**config.mk**
```make
export PLATFORM = sky130hd
export DESIGN_NAME = multicycle_controller
export DESIGN_NICKNAME = d
export VERILOG_FILES = /design/src/rtl/multicycle_controller.sv
export SDC_FILE = /design/constraint.sdc
export NUM_CORES = 1
export LEC_CHECK = 0
export BUFFER_PORTS_ARGS = -buffer_cell sky130_fd_sc_hd__clkbuf_2
export CORE_UTILIZATION = 53
export DETAILED_ROUTE_END_ITERATION = 7
export GPL_ROUTABILITY_DRIVEN = 0
export PLACE_DENSITY = 0.85
export SYNTH_ARGS = -nofsm -noshare
export SYNTH_HDL_FRONTEND = slang
export SYNTH_SLANG_ARGS = --single-unit
```
**constraint.sdc**
```tcl
create_clock -name clk -period 5.4 [get_ports clk]
set_input_delay 0.54 -clock clk [delete_from_list [all_inputs] [get_ports clk]]
set_output_delay 0.54 -clock clk [all_outputs]
set_load 0.1 [all_outputs]
```
**src/rtl/multicycle_controller.sv**
```systemverilog
// -----------------------------------------------------------------------------
// multicycle_controller
// Control FSM sequencing a shared RV32-subset datapath (R, I-ALU, LW, SW, BEQ)
// over several cycles per instruction through a single unified memory port.
//
// Ports
//   clk, rst_n      : rising-edge clock, asynchronous active-low reset
//   run             : 1 = fetch/execute, 0 = stop at next instruction boundary
//   instruction     : IR contents, only [6:0] are decoded
//   zero            : ALU zero flag (BEQ outcome)
//   mem_ready       : memory completes the current request this cycle
//   mem_req/mem_we  : memory request valid / write (1) or read (0)
//   addr_sel        : memory address source, 0 = PC, 1 = ALU result register
//   ir_write        : load IR and old_pc
//   pc_write/pc_src : load PC / source 0 = PC+4, 1 = old_pc+imm
//   alu_src/alu_op  : operand B select / 00 ADD, 01 SUB, 10 funct decode
//   reg_write/wb_sel: register write enable / source 0 = ALU, 1 = memory
//   retire          : pulse on the last cycle of every instruction
//   instret         : retired-instruction counter (wraps)
//   halted          : 1 while idle
//   trap            : sticky illegal-opcode flag, cleared only by rst_n
// -----------------------------------------------------------------------------
module multicycle_controller #(
   parameter int INSTRSIZE = 32,
   parameter int CNTSIZE   = 32
) (
   input  logic                 clk,
   input  logic                 rst_n,
   input  logic                 run,
   input  logic [INSTRSIZE-1:0] instruction,
   input  logic                 zero,
   input  logic                 mem_ready,
   output logic                 mem_req,
   output logic                 mem_we,
   output logic                 addr_sel,
   output logic                 ir_write,
   output logic                 pc_write,
   output logic                 pc_src,
   output logic                 alu_src,
   output logic [1:0]           alu_op,
   output logic                 reg_write,
   output logic                 wb_sel,
   output logic                 retire,
   output logic [CNTSIZE-1:0]   instret,
   output logic                 halted,
   output logic                 trap
);

   typedef enum logic [3:0] {
      S_IDLE     = 4'd0,
      S_FETCH    = 4'd1,
      S_DECODE   = 4'd2,
      S_EXEC_R   = 4'd3,
      S_EXEC_I   = 4'd4,
      S_WB_ALU   = 4'd5,
      S_MEM_ADDR = 4'd6,
      S_MEM_RD   = 4'd7,
      S_WB_MEM   = 4'd8,
      S_MEM_WR   = 4'd9,
      S_BRANCH   = 4'd10,
      S_TRAP     = 4'd11
   } state_t;

   localparam logic [6:0] OP_R   = 7'b0110011;
   localparam logic [6:0] OP_I   = 7'b0010011;
   localparam logic [6:0] OP_LW  = 7'b0000011;
   localparam logic [6:0] OP_SW  = 7'b0100011;
   localparam logic [6:0] OP_BEQ = 7'b1100011;

   localparam logic [1:0] ALU_ADD = 2'b00;
   localparam logic [1:0] ALU_SUB = 2'b01;
   localparam logic [1:0] ALU_FUN = 2'b10;

   state_t               state_q, state_d;
   logic [6:0]           opcode_q, opcode_d;
   logic [CNTSIZE-1:0]   instret_q, instret_d;
   logic                 trap_q, trap_d;
   logic                 retire_s;

   // Only the opcode field is decoded; the rest of the IR belongs to the datapath.
   logic unused_instr_s;
   assign unused_instr_s = ^instruction[INSTRSIZE-1:7];

   // State, latched opcode, retire counter and sticky trap flag.
   always_ff @(posedge clk or negedge rst_n) begin
      if (!rst_n) begin
         state_q   <= S_IDLE;
         opcode_q  <= 7'd0;
         instret_q <= '0;
         trap_q    <= 1'b0;
      end else begin
         state_q   <= state_d;
         opcode_q  <= opcode_d;
         instret_q <= instret_d;
         trap_q    <= trap_d;
      end
   end

   // Next-state logic; run is only consulted in IDLE and on retire cycles.
   always_comb begin
      state_d = state_q;
      case (state_q)
         S_IDLE:     if (run) state_d = S_FETCH; else state_d = S_IDLE;
         S_FETCH:    if (mem_ready) state_d = S_DECODE; else state_d = S_FETCH;
         S_DECODE: begin
            // Decode straight from the IR; the latched copy is not valid until next cycle.
            case (instruction[6:0])
               OP_R:          state_d = S_EXEC_R;
               OP_I:          state_d = S_EXEC_I;
               OP_LW, OP_SW:  state_d = S_MEM_ADDR;
               OP_BEQ:        state_d = S_BRANCH;
               default:       state_d = S_TRAP;
            endcase
         end
         S_EXEC_R:   state_d = S_WB_ALU;
         S_EXEC_I:   state_d = S_WB_ALU;
         S_MEM_ADDR: begin
            if (opcode_q == OP_LW)      state_d = S_MEM_RD;
            else if (opcode_q == OP_SW) state_d = S_MEM_WR;
            else                        state_d = S_TRAP;
         end
         S_MEM_RD:   if (mem_ready) state_d = S_WB_MEM; else state_d = S_MEM_RD;
         S_MEM_WR: begin
            if (!mem_ready) state_d = S_MEM_WR;
            else if (run)   state_d = S_FETCH;
            else            state_d = S_IDLE;
         end
         S_WB_ALU, S_WB_MEM, S_BRANCH: begin
            if (run) state_d = S_FETCH; else state_d = S_IDLE;
         end
         S_TRAP:     state_d = S_TRAP;
         // Unreachable encodings are treated as a fault and parked in TRAP.
         default:    state_d = S_TRAP;
      endcase
   end

   // Control outputs: Moore decode of state, with ir_write/pc_write/retire qualified
   // by mem_ready or zero where the handshake or branch outcome requires it.
   always_comb begin
      mem_req   = 1'b0;
      mem_we    = 1'b0;
      addr_sel  = 1'b0;
      ir_write  = 1'b0;
      pc_write  = 1'b0;
      pc_src    = 1'b0;
      alu_src   = 1'b0;
      alu_op    = ALU_ADD;
      reg_write = 1'b0;
      wb_sel    = 1'b0;
      retire_s  = 1'b0;
      halted    = 1'b0;
      case (state_q)
         S_IDLE:     halted = 1'b1;
         S_FETCH: begin
            mem_req  = 1'b1;
            ir_write = mem_ready;
            pc_write = mem_ready;
         end
         S_EXEC_R:   alu_op = ALU_FUN;
         S_EXEC_I: begin
            alu_src = 1'b1;
            alu_op  = ALU_FUN;
         end
         S_WB_ALU: begin
            reg_write = 1'b1;
            retire_s  = 1'b1;
         end
         S_MEM_ADDR: alu_src = 1'b1;
         S_MEM_RD: begin
            mem_req  = 1'b1;
            addr_sel = 1'b1;
         end
         S_WB_MEM: begin
            reg_write = 1'b1;
            wb_sel    = 1'b1;
            retire_s  = 1'b1;
         end
         S_MEM_WR: begin
            mem_req  = 1'b1;
            mem_we   = 1'b1;
            addr_sel = 1'b1;
            retire_s = mem_ready;
         end
         S_BRANCH: begin
            alu_op   = ALU_SUB;
            retire_s = 1'b1;
            pc_write = zero;
            pc_src   = zero;
         end
         default: begin
            halted = 1'b0;
         end
      endcase
   end

   // Opcode capture, retire counting and sticky trap.
   always_comb begin
      if (state_q == S_DECODE) opcode_d = instruction[6:0];
      else                     opcode_d = opcode_q;
      if (retire_s) instret_d = instret_q + CNTSIZE'(1);
      else          instret_d = instret_q;
      trap_d = trap_q | (state_d == S_TRAP);
   end

   assign retire  = retire_s;
   assign instret = instret_q;
   assign trap    = trap_q;

endmodule

```
==> Word level (Yosys, flattened, before mapping) <==
Index checks and enable logic that the tools add are counted.
{ "word_totals": {"n_memories": 0, "mem_bits_ro": 0, "out_inout_bits": 46, "latchBits": 0, "inputBits": 37, "ram_bits": 0, "wordCells": 53, "regBits": 44} }
{ "op_classes": {"multipliers": 0, "eq_ne": 18, "n_bitwise": 1, "n_lt_le_gt_ge": 0, "shifts": 0, "n_reduce_logical": 9, "n_addsub": 1, "muxes": 20, "div": 0} }
{ "ops": {"columns": ["operator", "count"], "rows": [
  ["32-bit by 1-bit adder with 32-bit output, second input constant", 1],
  ["4-bit one-hot mux with 7 select lines", 1],
  ["7-bit by 6-bit == test with 1-bit output, second input constant", 3],
  ["4-bit by 3-bit == test with 1-bit output, second input constant", 4],
  ["4-bit == test, second input constant", 4],
  ["4-bit one-hot mux with 4 select lines", 1],
  ["7-bit by 2-bit == test with 1-bit output, second input constant", 2],
  ["4-bit two-way mux", 3],
  ["1-bit two-way mux", 10],
  ["2-bit OR reduction", 5],
  ["4-bit by 2-bit == test with 1-bit output, second input constant", 2],
  ["7-bit by 5-bit == test with 1-bit output, second input constant", 1],
  ["7-bit == test, second input constant", 1],
  ["3-bit OR reduction", 2],
  ["4-bit by 1-bit == test with 1-bit output, second input constant", 1],
  ["4-bit logical NOT", 1],
  ["2-bit two-way mux", 2],
  ["1-bit one-hot mux with 2 select lines", 2],
  ["2-bit one-hot mux with 2 select lines", 1],
  ["4-bit OR reduction", 1],
  ["1-bit OR", 1]
]} }

==> Longest topological paths before layout <==
{ "logic_depth": {"ltp_word": 6, "depth_mapped": 7, "ltp_nobuf": 5} }

==> Least setup slack after synthesis <==
No wires, ideal clock.
{ "synth_timing": {"path_kind": "flip-flop to output port", "from": "register state_q[2]", "to": "output pc_write", "path_stages_with_launch": 5, "slack_ns": 0.136, "n_path_buf": 2, "arrival_time_ns": 4.724, "path_cell_list": "dfrtp_1 clkbuf_1 clkbuf_1 nor4b_1 or2_2"} }
{ "synth_between": {"elab_chain_len": 2, "elab_cells_between_ends": 3, "cone_classes": "2 x eq/ne; 1 x mux"} }
{ "synth_rtl": {"columns": ["element", "line_no", "text"], "rows": [
  ["start, declared", "74", "state_t state_q, state_d;"],
  ["start signal, assigned", "92", "state_q <= state_d;"],
  ["4-bit == test or 4-bit by 1-bit == test with 1-bit output (tied branches)", "152", "case (state_q)"],
  ["1-bit one-hot mux with 2 select lines (*)", "152", null],
  ["end, declared", "37", "output logic pc_write,"]
]} }
Every way passes the cells marked *; elsewhere a longest branch is shown, timed or not.

==> Worst setup path after layout <==
{ "layout_timing": {"from": "register state_q[1]", "to": "output retire"} }
{ "layout_between": {"elab_chain_len": 3, "elab_cells_between_ends": 6, "cone_classes": "4 x eq/ne; 1 x mux; 1 x reduce/logical"} }
{ "layout_rtl": {"columns": ["element", "line_no", "text"], "rows": [
  ["4-bit == test or 4-bit by 3-bit == test with 1-bit output (tied branches)", "152", null],
  ["3-bit OR reduction (no source line)", null, null],
  ["1-bit one-hot mux with 2 select lines (*)", "152", null],
  ["end, declared", "43", "output logic retire,"]
]} }
Marks and branches as above.

==> impl_results.md <==
* Number of enable-type register cells in the synthesized netlist at 0
* Critical setup path kind: flip-flop to output port
* Clock tree sinks at 44
* Setup fix buffers added after clock tree synthesis at 0
* Number of levels in the clock H-tree at 2
* Post-synthesis area per instance at ~10 um2
* Final Slew Violations at 0
* Outcome: finished clean
* Asr flop ratio synth at 100%
* Gr usage total at between 20% and 30%
* Congestion Overflow GR at 0
* Core area at just over 4000 um2
* Critical Path Start Type: flip-flop
* Ys flop type: sky130_fd_sc_hd__dfrtp_1
* Largest net degree at the start of global routing at 45
* Inserted Clock Buffers at 5
* Combined area of all synthesized cells at 2340 um2
* Routed vias at about 1,800
* Post-detail-place hpwl at roughly 3300 um
* Number of nets in the layout at 322
* Worst IR drop on VDD at 0.000170 V
* CTS tree: yes
* Per-cell routed wire length at around 13 um
* CP Data Arrival Time at 2.22 ns
* Largest driver fanout on the critical path at 19
* Share of cells above drive strength 1 at between 30% and 40%
* Leakage power summed over all cells at approximately 0.0014 uW
* Commonest non-fill, non-tap cell in the layout: sky130_fd_sc_hd__clkbuf_2
* Fin Clk Skew at around 0.007 ns
* Clock Latency Late Sink at ~0.29 ns
* Highest attainable clock frequency at roughly 360 MHz
* Height of the die at between 60 and 70 um
* Max capacitance violation total at 0
* Remaining DRCs at 0
* Worst-margin pin slew at around 1.3 ns
* Antenna-violating nets left at 0
* Worst slew margin relative to its limit at around 11%
* Count of cells resized by post-cts repair at 0
* Hold Crit Class: primary input to asynchronous set/reset pin
* Layout overhead on the synthesized area at 16.6%
* ANT cells at 0
* Number of vias per cell at 5.53
* Count of distinct cell types in the synthesized netlist at between 40 and 50
* Area of the die at between 4000 and 5000 um2
* FF+latch count, synth at 44
* Via count of the first global-routing pass at between 1,500 and 2,000
* Number of antenna violations at the first check in global routing at 0
* Share of the clock period used by the worst path after layout at between 50% and 60%
* Total routed wirelength at 4470 um
* Most frequent cells in the layout: 57 x sky130_fd_sc_hd__clkbuf_2, 44 x sky130_fd_sc_hd__dfrtp_1, 27 x sky130_fd_sc_hd__nor2_1
* Clock root buffer master: sky130_fd_sc_hd__clkbuf_8
* Count of boundary I/O pins at 83
* Number of failing setup endpoints in the final timing report at 0
* Die span in x at 68.4 um
* Initial DRC Count at about 130
* Total of buffers placed on input and output ports at 57
* Ratio of total power to cell area at 195 nW/um2
* Number of filler cells placed in the layout at ~370
* Setup repair after global routing missed its margin: false
* Effective utilization at floorplan at between 50% and 60%
* Critical path capture point type: output port
* CTS max path bufs at 2
* Clock input transition at the sequential cells of the worst setup and hold paths at ~0.08 ns
* Minimum period implied by the final worst setup slack at 2.76 ns
* Synth warn at 0
* Storage cell area at 1100 um2
* Setup TNS at 0 ns
* Num rows at 23
* Endpoints failing hold at 0
* Worst hold margin at about 0.43 ns
* Hold bufs inserted after CTS at 0
* First-pass GRT wire length at ~7500 um
* Number of nets produced by synthesis at roughly 270
* Sequential share of the synthesized area at between 40% and 50%
* Gate Count Post-Synth at 229
* Required @ worst endpoint at 4.86 ns
* Total area of multi-input combinational cells at approximately 1200 um2
* Total iterations of the first detailed-routing run at 4
-- state kept, by name (all words and copies together), names as in the netlist --
name      count
state_q       4
opcode_q      7
trap          1
instret      32
-- power by group --
part	total [uW]	switching, uW	internal [uW]	leakage [uW]
logic	13.5	9.75	3.76	0.000776
clock network	190	102	88.0	0.0000410
registers	329	0	329	0.000558
total	532	111	421	0.00137
-- logic make-up after synthesis --
logic type      Yosys count  synth area share [%]
xor+xnor                 31                  11.6
flops                    44                  47.1
simple gates            100                  24.3
compound gates           27                  9.57
mux                       8                  3.85
fa+ha+maj                 1                 0.535
buf+inv                  18                  3.05
-- cells in the mapped netlist (5+ instances only) --
master	number	share of area [%]
sky130_fd_sc_hd__nand3_1	14	3.0
sky130_fd_sc_hd__nand2b_1	7	1.9
sky130_fd_sc_hd__dfrtp_1	44	47
sky130_fd_sc_hd__nand2_1	14	2.2
sky130_fd_sc_hd__mux2_2	8	3.9
sky130_fd_sc_hd__nor2_1	27	4.3
sky130_fd_sc_hd__inv_1	9	1.4
sky130_fd_sc_hd__xnor2_1	13	4.9
sky130_fd_sc_hd__nor3_1	10	2.1
sky130_fd_sc_hd__o21ai_0	6	1.3
sky130_fd_sc_hd__a21oi_1	5	1.1
sky130_fd_sc_hd__xor2_1	18	6.7
sky130_fd_sc_hd__clkbuf_1	6	0.96
-- path summary, 6_finish.rpt --
kind / startpoint / end / slack (ns) / depth (start not counted)
setup / recovery: state_q[1]$_DFF_PN0_ / retire / 2.64 / 4
hold / removal: rst_n / instret[8]$_DFFE_PN0P_ / 0.43 / 1
setup reg to reg: state_q[1]$_DFF_PN0_ / trap$_DFF_PN0_ / 2.81 / 5
hold reg to reg: instret[31]$_DFFE_PN0P_ / instret[31]$_DFFE_PN0P_ / 0.50 / 1
max in group asynchronous: rst_n / opcode_q[0]$_DFFE_PN0P_ / 4.31 / 1
min in group clk: instret[31]$_DFFE_PN0P_ / instret[31]$_DFFE_PN0P_ / 0.50 / 1
-- metal layers --
layer,vias up,GRT usage (%),part of all wire (%)
li1,905,-,-
met1,876,27.9,46
met2,58,34.8,47
met3,7,5.67,5.4
met4,0,7.03,1.2
met5,-,0,0
-- critical path, cell delays in order, from the launching register on --
cell and delay [ns]:
sky130_fd_sc_hd__dfrtp_1 0.57, sky130_fd_sc_hd__nand2b_1 0.29, sky130_fd_sc_hd__a21oi_2 0.35, sky130_fd_sc_hd__or2_2 0.24
sky130_fd_sc_hd__clkbuf_2 0.47
-- through the flow --
step	utilization, %	instances	setup slack (ns)	cell area, um2	total power, uW
2_1_floorplan	-	229	0.136	2340	338
3_3_place_gp	64.4	327	2.96	2650	350
3_5_place_dp	64.4	327	2.92	2650	350
4_1_cts	66.3	334	2.63	2730	542
5_1_grt	66.3	334	2.50	2730	557
6_report	66.3	334	2.64	2730	532
-- final cells by class --
| cell class | instances | share of cell area [%] |
|---|---|---|
| clock inverter | 1 | 0.183 |
| timing repair buffer | 57 | 10.5 |
| inverter | 9 | 1.24 |
| sequential | 44 | 40.4 |
| tap | 50 | 2.29 |
| clock buffer | 6 | 2.66 |
| multi-input combinational | 167 | 42.8 |
Power figures use the tool's default switching activity.
